## src/rtl/spi_rfid_pkg.sv

```systemverilog
// Shared FSM encoding and transfer constants for the SPI RFID reader controller.
package spi_rfid_pkg;

    typedef enum logic [2:0] {
        ST_IDLE,
        ST_CS_SETUP,
        ST_ADDR,
        ST_DATA,
        ST_CS_HOLD,
        ST_DONE
    } state_e;

    localparam logic RW_READ  = 1'b1;
    localparam logic RW_WRITE = 1'b0;

    // Reader command byte: direction bit, 6-bit register address, trailing zero.
    function automatic logic [7:0] addr_byte(input logic rw, input logic [5:0] addr);
        return {rw, addr, 1'b0};
    endfunction

endpackage

```

## src/rtl/spi_byte_shift.sv

```systemverilog
// 8-bit MSB-first shifter: parallel load, serial out on shift, serial in captured
// on sample and folded into the low end on the following shift.
module spi_byte_shift (
    input  logic       clk,
    input  logic       rst,
    input  logic       load,
    input  logic [7:0] load_byte,
    input  logic       shift_en,
    input  logic       sample_en,
    input  logic       sdi,
    output logic       sdo,
    output logic [7:0] rx_byte,
    output logic       byte_done
);

    logic [7:0] sr_q, sr_d;
    logic [2:0] bit_q, bit_d;
    logic       smp_q, smp_d;

    always_comb begin
        sr_d  = sr_q;
        bit_d = bit_q;
        smp_d = smp_q;
        if (load) begin
            sr_d  = load_byte;
            bit_d = 3'd0;
        end else if (shift_en) begin
            sr_d  = {sr_q[6:0], smp_q};
            bit_d = bit_q + 3'd1;
        end
        if (sample_en) begin
            smp_d = sdi;
        end
    end

    always_ff @(posedge clk) begin
        if (rst) begin
            sr_q  <= 8'h00;
            bit_q <= 3'd0;
            smp_q <= 1'b0;
        end else begin
            sr_q  <= sr_d;
            bit_q <= bit_d;
            smp_q <= smp_d;
        end
    end

    assign sdo       = sr_q[7];
    assign rx_byte   = sr_q;
    // Strobes on the shift that completes the eighth bit of the current byte.
    assign byte_done = shift_en && (bit_q == 3'd7);

endmodule

```

## src/rtl/spi_rfid_ctrl.sv

```systemverilog
// SPI mode-0 master for single-register reads/writes to an RFID reader:
// one address byte followed by one data byte, framed by cs_n setup/hold gaps.
module spi_rfid_ctrl #(
    parameter int CLK_DIV = 4
) (
    input  logic       clk,
    input  logic       rst,
    input  logic       init,
    input  logic       rw,
    input  logic [5:0] addr,
    input  logic [7:0] wdata,
    output logic [7:0] rdata,
    output logic       busy,
    output logic       done,
    output logic       sck,
    output logic       cs_n,
    output logic       mosi,
    input  logic       miso
);
    import spi_rfid_pkg::*;

    localparam logic [7:0] HP_LAST = 8'(CLK_DIV - 1);

    state_e     state_q, state_d;
    logic [7:0] hp_cnt_q, hp_cnt_d;
    logic [7:0] rdata_q, rdata_d;
    logic [7:0] wdata_q, wdata_d;
    logic       rw_q, rw_d;
    logic       sck_q, sck_d;
    logic       busy_q, busy_d;
    logic       done_q, done_d;

    logic       start, hp_end, shift_phase, sck_rise, sck_fall;
    logic       load, sample_en, sdo, byte_done;
    logic [7:0] load_byte, rx_byte;

    assign start       = (state_q == ST_IDLE) && init;
    assign hp_end      = (hp_cnt_q == HP_LAST);
    assign shift_phase = (state_q == ST_ADDR) || (state_q == ST_DATA);
    assign sck_rise    = shift_phase && hp_end && !sck_q;
    assign sck_fall    = shift_phase && hp_end && sck_q;

    // State register and all sequencing flops
    always_ff @(posedge clk) begin
        if (rst) begin
            state_q  <= ST_IDLE;
            hp_cnt_q <= 8'h00;
            rdata_q  <= 8'h00;
            wdata_q  <= 8'h00;
            rw_q     <= 1'b0;
            sck_q    <= 1'b0;
            busy_q   <= 1'b0;
            done_q   <= 1'b0;
        end else begin
            state_q  <= state_d;
            hp_cnt_q <= hp_cnt_d;
            rdata_q  <= rdata_d;
            wdata_q  <= wdata_d;
            rw_q     <= rw_d;
            sck_q    <= sck_d;
            busy_q   <= busy_d;
            done_q   <= done_d;
        end
    end

    // Next-state logic
    always_comb begin
        state_d = state_q;
        case (state_q)
            ST_IDLE:     if (init) state_d = ST_CS_SETUP;
            ST_CS_SETUP: if (hp_end) state_d = ST_ADDR;
            ST_ADDR:     if (byte_done) state_d = ST_DATA;
            ST_DATA:     if (byte_done) state_d = ST_CS_HOLD;
            ST_CS_HOLD:  if (hp_end) state_d = ST_DONE;
            ST_DONE:     state_d = ST_IDLE;
            default:     state_d = ST_IDLE;
        endcase
    end

    // Divider, SCK, request latches and status flops
    always_comb begin
        hp_cnt_d = 8'h00;
        sck_d    = 1'b0;
        rdata_d  = rdata_q;
        wdata_d  = wdata_q;
        rw_d     = rw_q;
        busy_d   = busy_q;
        done_d   = (state_q == ST_DONE);

        if (state_q != ST_IDLE && state_q != ST_DONE) begin
            hp_cnt_d = hp_end ? 8'h00 : hp_cnt_q + 8'h01;
        end
        // Sixteen toggles per byte always leave sck low at the phase boundary.
        if (shift_phase) begin
            sck_d = hp_end ? ~sck_q : sck_q;
        end
        if (start) begin
            rw_d    = rw;
            wdata_d = wdata;
            busy_d  = 1'b1;
        end
        // done is registered off ST_DONE, so busy drops on that same edge.
        if (state_q == ST_DONE) begin
            busy_d = 1'b0;
        end
        if (state_q == ST_CS_HOLD && hp_end && rw_q == RW_READ) begin
            rdata_d = rx_byte;
        end
    end

    // Output and shifter control logic
    always_comb begin
        cs_n      = !(state_q == ST_CS_SETUP || shift_phase);
        mosi      = (state_q == ST_CS_SETUP || shift_phase) ? sdo : 1'b0;
        load      = start || (state_q == ST_ADDR && byte_done);
        sample_en = sck_rise && (state_q == ST_DATA);
        load_byte = start ? addr_byte(rw, addr)
                          : ((rw_q == RW_WRITE) ? wdata_q : 8'h00);
    end

    spi_byte_shift u_shift (
        .clk       (clk),
        .rst       (rst),
        .load      (load),
        .load_byte (load_byte),
        .shift_en  (sck_fall),
        .sample_en (sample_en),
        .sdi       (miso),
        .sdo       (sdo),
        .rx_byte   (rx_byte),
        .byte_done (byte_done)
    );

    assign rdata = rdata_q;
    assign busy  = busy_q;
    assign done  = done_q;
    assign sck   = sck_q;

endmodule
```

## config.mk

```make
export PLATFORM = sky130hd
export DESIGN_NAME = spi_rfid_ctrl
export DESIGN_NICKNAME = d
export VERILOG_FILES = /design/src/rtl/spi_rfid_pkg.sv /design/src/rtl/spi_byte_shift.sv /design/src/rtl/spi_rfid_ctrl.sv
export SDC_FILE = /design/constraint.sdc
export NUM_CORES = 1
export LEC_CHECK = 0
export CAP_MARGIN = 20
export CORE_ASPECT_RATIO = 1.1
export CORE_MARGIN = 2
export CORE_UTILIZATION = 52
export CTS_CLUSTER_SIZE = 40
export DETAILED_ROUTE_END_ITERATION = 10
export GPL_TIMING_DRIVEN = 0
export PLACE_DENSITY = 0.75
export SYNTH_ARGS = -nofsm -noshare
export SYNTH_HDL_FRONTEND = slang
export SYNTH_SLANG_ARGS = --single-unit
```

## constraint.sdc

```tcl
create_clock -name clk -period 2.59 [get_ports clk]
set_input_delay 0.518 -clock clk [delete_from_list [all_inputs] [get_ports clk]]
set_output_delay 0.518 -clock clk [all_outputs]
set_load 0.01 [all_outputs]
```

==> impl.org, run 1 <==
** Synthesis
- Mean instance size in the synthesized netlist :: 8.725 µm²
- Number of instances in the synthesized netlist :: 222
- Top flip-flop cell by instance count after synthesis :: sky130_fd_sc_hd__dfxtp_1
- Top area cells in the synthesized netlist :: sky130_fd_sc_hd__dfxtp_1 44%, sky130_fd_sc_hd__nor2_1 6.0%, sky130_fd_sc_hd__mux2i_1 5.2%, sky130_fd_sc_hd__nand2_1 5.0%, sky130_fd_sc_hd__a21oi_1 4.1%
- Number of enable-type register cells in the synthesized netlist :: 0
- The Yosys step of the flow raised 0 warnings.
- The largest total area in the synthesized netlist belongs to sky130_fd_sc_hd__dfxtp_1.
- Counting distinct cell types in the post-synthesis netlist gives 44.
- After synthesis the netlist holds a flip-flop and latch count of 43.
- Fraction of the yosys area taken by sequential cells :: 0.4444
- Counting every net in the synthesized netlist gives 244.
- Area share of the largest cell type after synthesis :: 0.4444
- Summed instance area of the synthesized netlist :: 0.001937 mm²
- Most frequently used cell type in the post-synthesis netlist :: sky130_fd_sc_hd__dfxtp_1
- Fraction of registers with async set or reset after synthesis :: 0
- Commonest cells post-synth :: 43 x sky130_fd_sc_hd__dfxtp_1, 31 x sky130_fd_sc_hd__nor2_1, 26 x sky130_fd_sc_hd__nand2_1

** Place
- Detailed placement ended at an HPWL of 3077 µm.
- Number of buffers inserted by port buffering :: 30
- The congestion estimate from routability-driven global placement came to 0.8355.
- Cell count after placement :: 302

** Detailed routing
- Detail Route Antenna Nets :: 0
- Number of search-and-repair iterations in the first detailed-routing pass :: 4
- For this block, the via count after detailed routing is 1,682.
- The final layout contains routed wiring with a total length of 4212 µm.
- Average via count per standard cell :: 5.426
- Detailed-route wire length per cell :: 13.59 µm
- Drt first-iter violations :: 91
- Total DRC errors in the routed layout :: 0

** Floorplanning
- Effective utilization at floorplan :: 0.5384
- The floorplan step defined a die boundary enclosing 0.004230 mm².
- Cell row count :: 23
- Area inside the core boundary :: 0.003597 mm²
- In this run the vertical extent of the chip is 68.01 µm.
- Horiz. Die Dim :: 62.19 µm
- 32 I/O pins were placed.

** STA
- Finish-stage setup viols :: 0
- The final count of hold timing violations came to 0.
- The max-slew violation count is 0.
- Unrepaired setup endpoints after global routing :: no
- Headroom to the max-slew limit came out at 0.5209.
- Worst-margin pin slew :: 716.7 ps
- In the finished design, the share of the clock period the worst path needs comes to 0.9335.
- Final min period :: 2418 ps
- Final setup skew :: 7.776 ps
- Timing would allow up to 413.6 MHz.
- Setup TNS after final layout :: 0 ps

** CTS
- Clock latency reported for the late side of the worst-skew pair :: 300 ps
- CTS saw 43 sinks.
- Cts hold-fix bufs :: 0
- The H-tree was split into 2 levels.
- Clock-pin slew was measured on the worst setup and hold paths at 80 ps.
- In this run the clock root is driven by a sky130_fd_sc_hd__clkbuf_8.
- Number of clock buffers inserted by TritonCTS :: 5
- CTS tree :: done
- Bufs on Longest Clock Path :: 2

** GRT
- For this run, the total global-route usage over all layers was measured as 0.2126.
- Maximum number of pins on one net before global-route repair :: 15
- The initial antenna violation count is 0.
- After global routing the overflow that remains totals 0.
- Number of global-route vias before repair :: 1,497
- The first global-routing pass estimated 7024 µm of wire.

** Worst setup path
- Critical path startpoint :: state_q[2]
- In this run the worst path has a maximum fanout of 10.
- STA puts the critical path data arrival time at 1900 ps.
- R2R cell count :: 5
- Critical path's largest stage delay :: 590 ps
- STA classifies the critical path endpoint as an output pin.
- The setup path with the least slack is of type register to output pin.
- In this run the critical register-to-register path is launched from hp_cnt_q[0].
- Worst setup SP type :: register
- Data on the critical path is required at its endpoint by 2070 ps.
- Cell with the largest stage delay on the worst path :: sky130_fd_sc_hd__clkdlybuf4s50_1
- Walking the worst path, the cells encountered are buf_1, inv_1, o21ai_0, clkdlybuf4s50_1.

** Power and ir drop
- Max rail drop VDD :: 439.2 µV
- Reported leakage power :: 0.0009031 µW
- Power Dens Cells :: 554.0 mW/mm²

** Status
- Run status :: finished clean

** Finish
- The area growth from synthesis to layout is 24.61%.
- At the end of the flow the core is filled with cells to 0.6710.
- Post-layout instance count excluding filler cells :: 310
- Of the cells placed in the final design, the portion with a size suffix greater than 1 is 0.07308.
- The number of antenna diodes in the final layout is 0.
- Nets@finish :: 281

** Hold path
- The tightest min-delay check is of the register to register type.
- Worst hold path stage count :: 1
- Hold path startpoint :: hp_cnt_q[0]

** Run
- Number of violations of the max-capacitance limit :: 0
[repair_timing]
| action | CTS | global route |
|---|---|---|
| setup buffers | 0 | 0 |
| hold endpoints to repair | 0 | 0 |
| gates resized for setup | 0 | 2 |
| endpoints found under the setup margin | 0 | 1 |
[through the flow]
step	hold slack (ps)	worst slack, ps	total power [µW]	area [µm²]
after global routing	474.7	32.48	1393	2414
after CTS	457.9	116.1	1347	2412
after global placement	429.9	2.773	833.7	2300
final	454.0	172.1	1337	2414
after floorplan	417.9	531.2	779.2	1937
after detailed placement	440.2	0.8089	834.9	2300
[flip-flops by register name (all words and copies together), names as in the netlist]
register / flops
busy: 1
done: 1
hp_cnt_q: 8
rdata: 8
rw_q: 1
sck: 1
state_q: 3
u_shift.bit_q: 3
u_shift.rx_byte: 8
u_shift.smp_q: 1
wdata_q: 8
[power breakdown]
| group | total, µW | internal (µW) | switching, µW |
|---|---|---|---|
| registers | 699 | 682 | 16.6 |
| logic | 121 | 61.8 | 59.5 |
| clock network | 517 | 287 | 230 |
| total | 1340 | 1030 | 306 |
[logic make-up after synthesis]
kind of cell / share of synthesized area
AOI/OAI and AO/OA: 0.1098
xor gates and xnor gates: 0.03618
adders and majority gates: 0.01938
buffers and inverters: 0.03811
DFF: 0.4444
muxes: 0.05168
and+or+nand+nor: 0.3004
[worst max-delay path, delay by kind of cell (launching register included)]
| kind | cells | cell delay (ps) |
|---|---|---|
| AOI/OAI and AO/OA | 1 | 140 |
| DFF | 1 | 380 |
| buffers and inverters | 3 | 1080 |
[layout by cell type (no fill, tap or decap), types with 3 or more instances in the layout]
master and count:
sky130_fd_sc_hd__a21oi_1 16, sky130_fd_sc_hd__a221o_1 3, sky130_fd_sc_hd__a31oi_1 5, sky130_fd_sc_hd__clkbuf_1 9, sky130_fd_sc_hd__clkbuf_8 5, sky130_fd_sc_hd__clkdlybuf4s50_1 30
sky130_fd_sc_hd__dfxtp_1 43, sky130_fd_sc_hd__ha_1 3, sky130_fd_sc_hd__inv_1 3, sky130_fd_sc_hd__mux2i_1 10, sky130_fd_sc_hd__nand2_1 26, sky130_fd_sc_hd__nand2b_1 3
sky130_fd_sc_hd__nand3_1 9, sky130_fd_sc_hd__nand3b_1 3, sky130_fd_sc_hd__nor2_1 31, sky130_fd_sc_hd__nor3_1 4, sky130_fd_sc_hd__nor3b_1 6, sky130_fd_sc_hd__nor4_1 5
sky130_fd_sc_hd__xnor2_1 6
[cell type report]
cell class | count | area (µm²)
Buffer | 14 | 63.81
Clock buffer | 5 | 68.82
Clock inverter | 3 | 43.79
Fill cell | 300 | 1184
Inverter | 3 | 11.26
Multi-Input combinational cell | 162 | 1002
Sequential cell | 43 | 860.8
Tap cell | 50 | 62.56
Timing Repair Buffer | 30 | 300.3
[per-layer routing]
| layer | GRT usage | vias to the layer above | wire length, µm | share of wire |
|---|---|---|---|---|
| met1 | 0.2590 | 760 | 1976 | 0.47 |
| met2 | 0.3682 | 48 | 1964 | 0.47 |
| met5 | 0 | - | 0 | 0 |
| li1 | - | 864 | - | - |
| met4 | 0.08056 | 0 | 89 | 0.021 |
| met3 | 0.05592 | 10 | 182 | 0.043 |
[worst paths after layout]
check	slack, ps	end
setup / recovery	170	cs_n
hold / removal	450	hp_cnt_q[0]
hold reg to reg	450	hp_cnt_q[0]
setup reg to reg	400	u_shift.rx_byte[4]
(Power assumes the default switching activity.)
==> inputs of run 2 (changes only) <==
Settings changed: HOLD_SLACK_MARGIN set to 0.08.
==> results of run 2 <==
The final DEF is identical to that of run 1; final timing and power are the same.
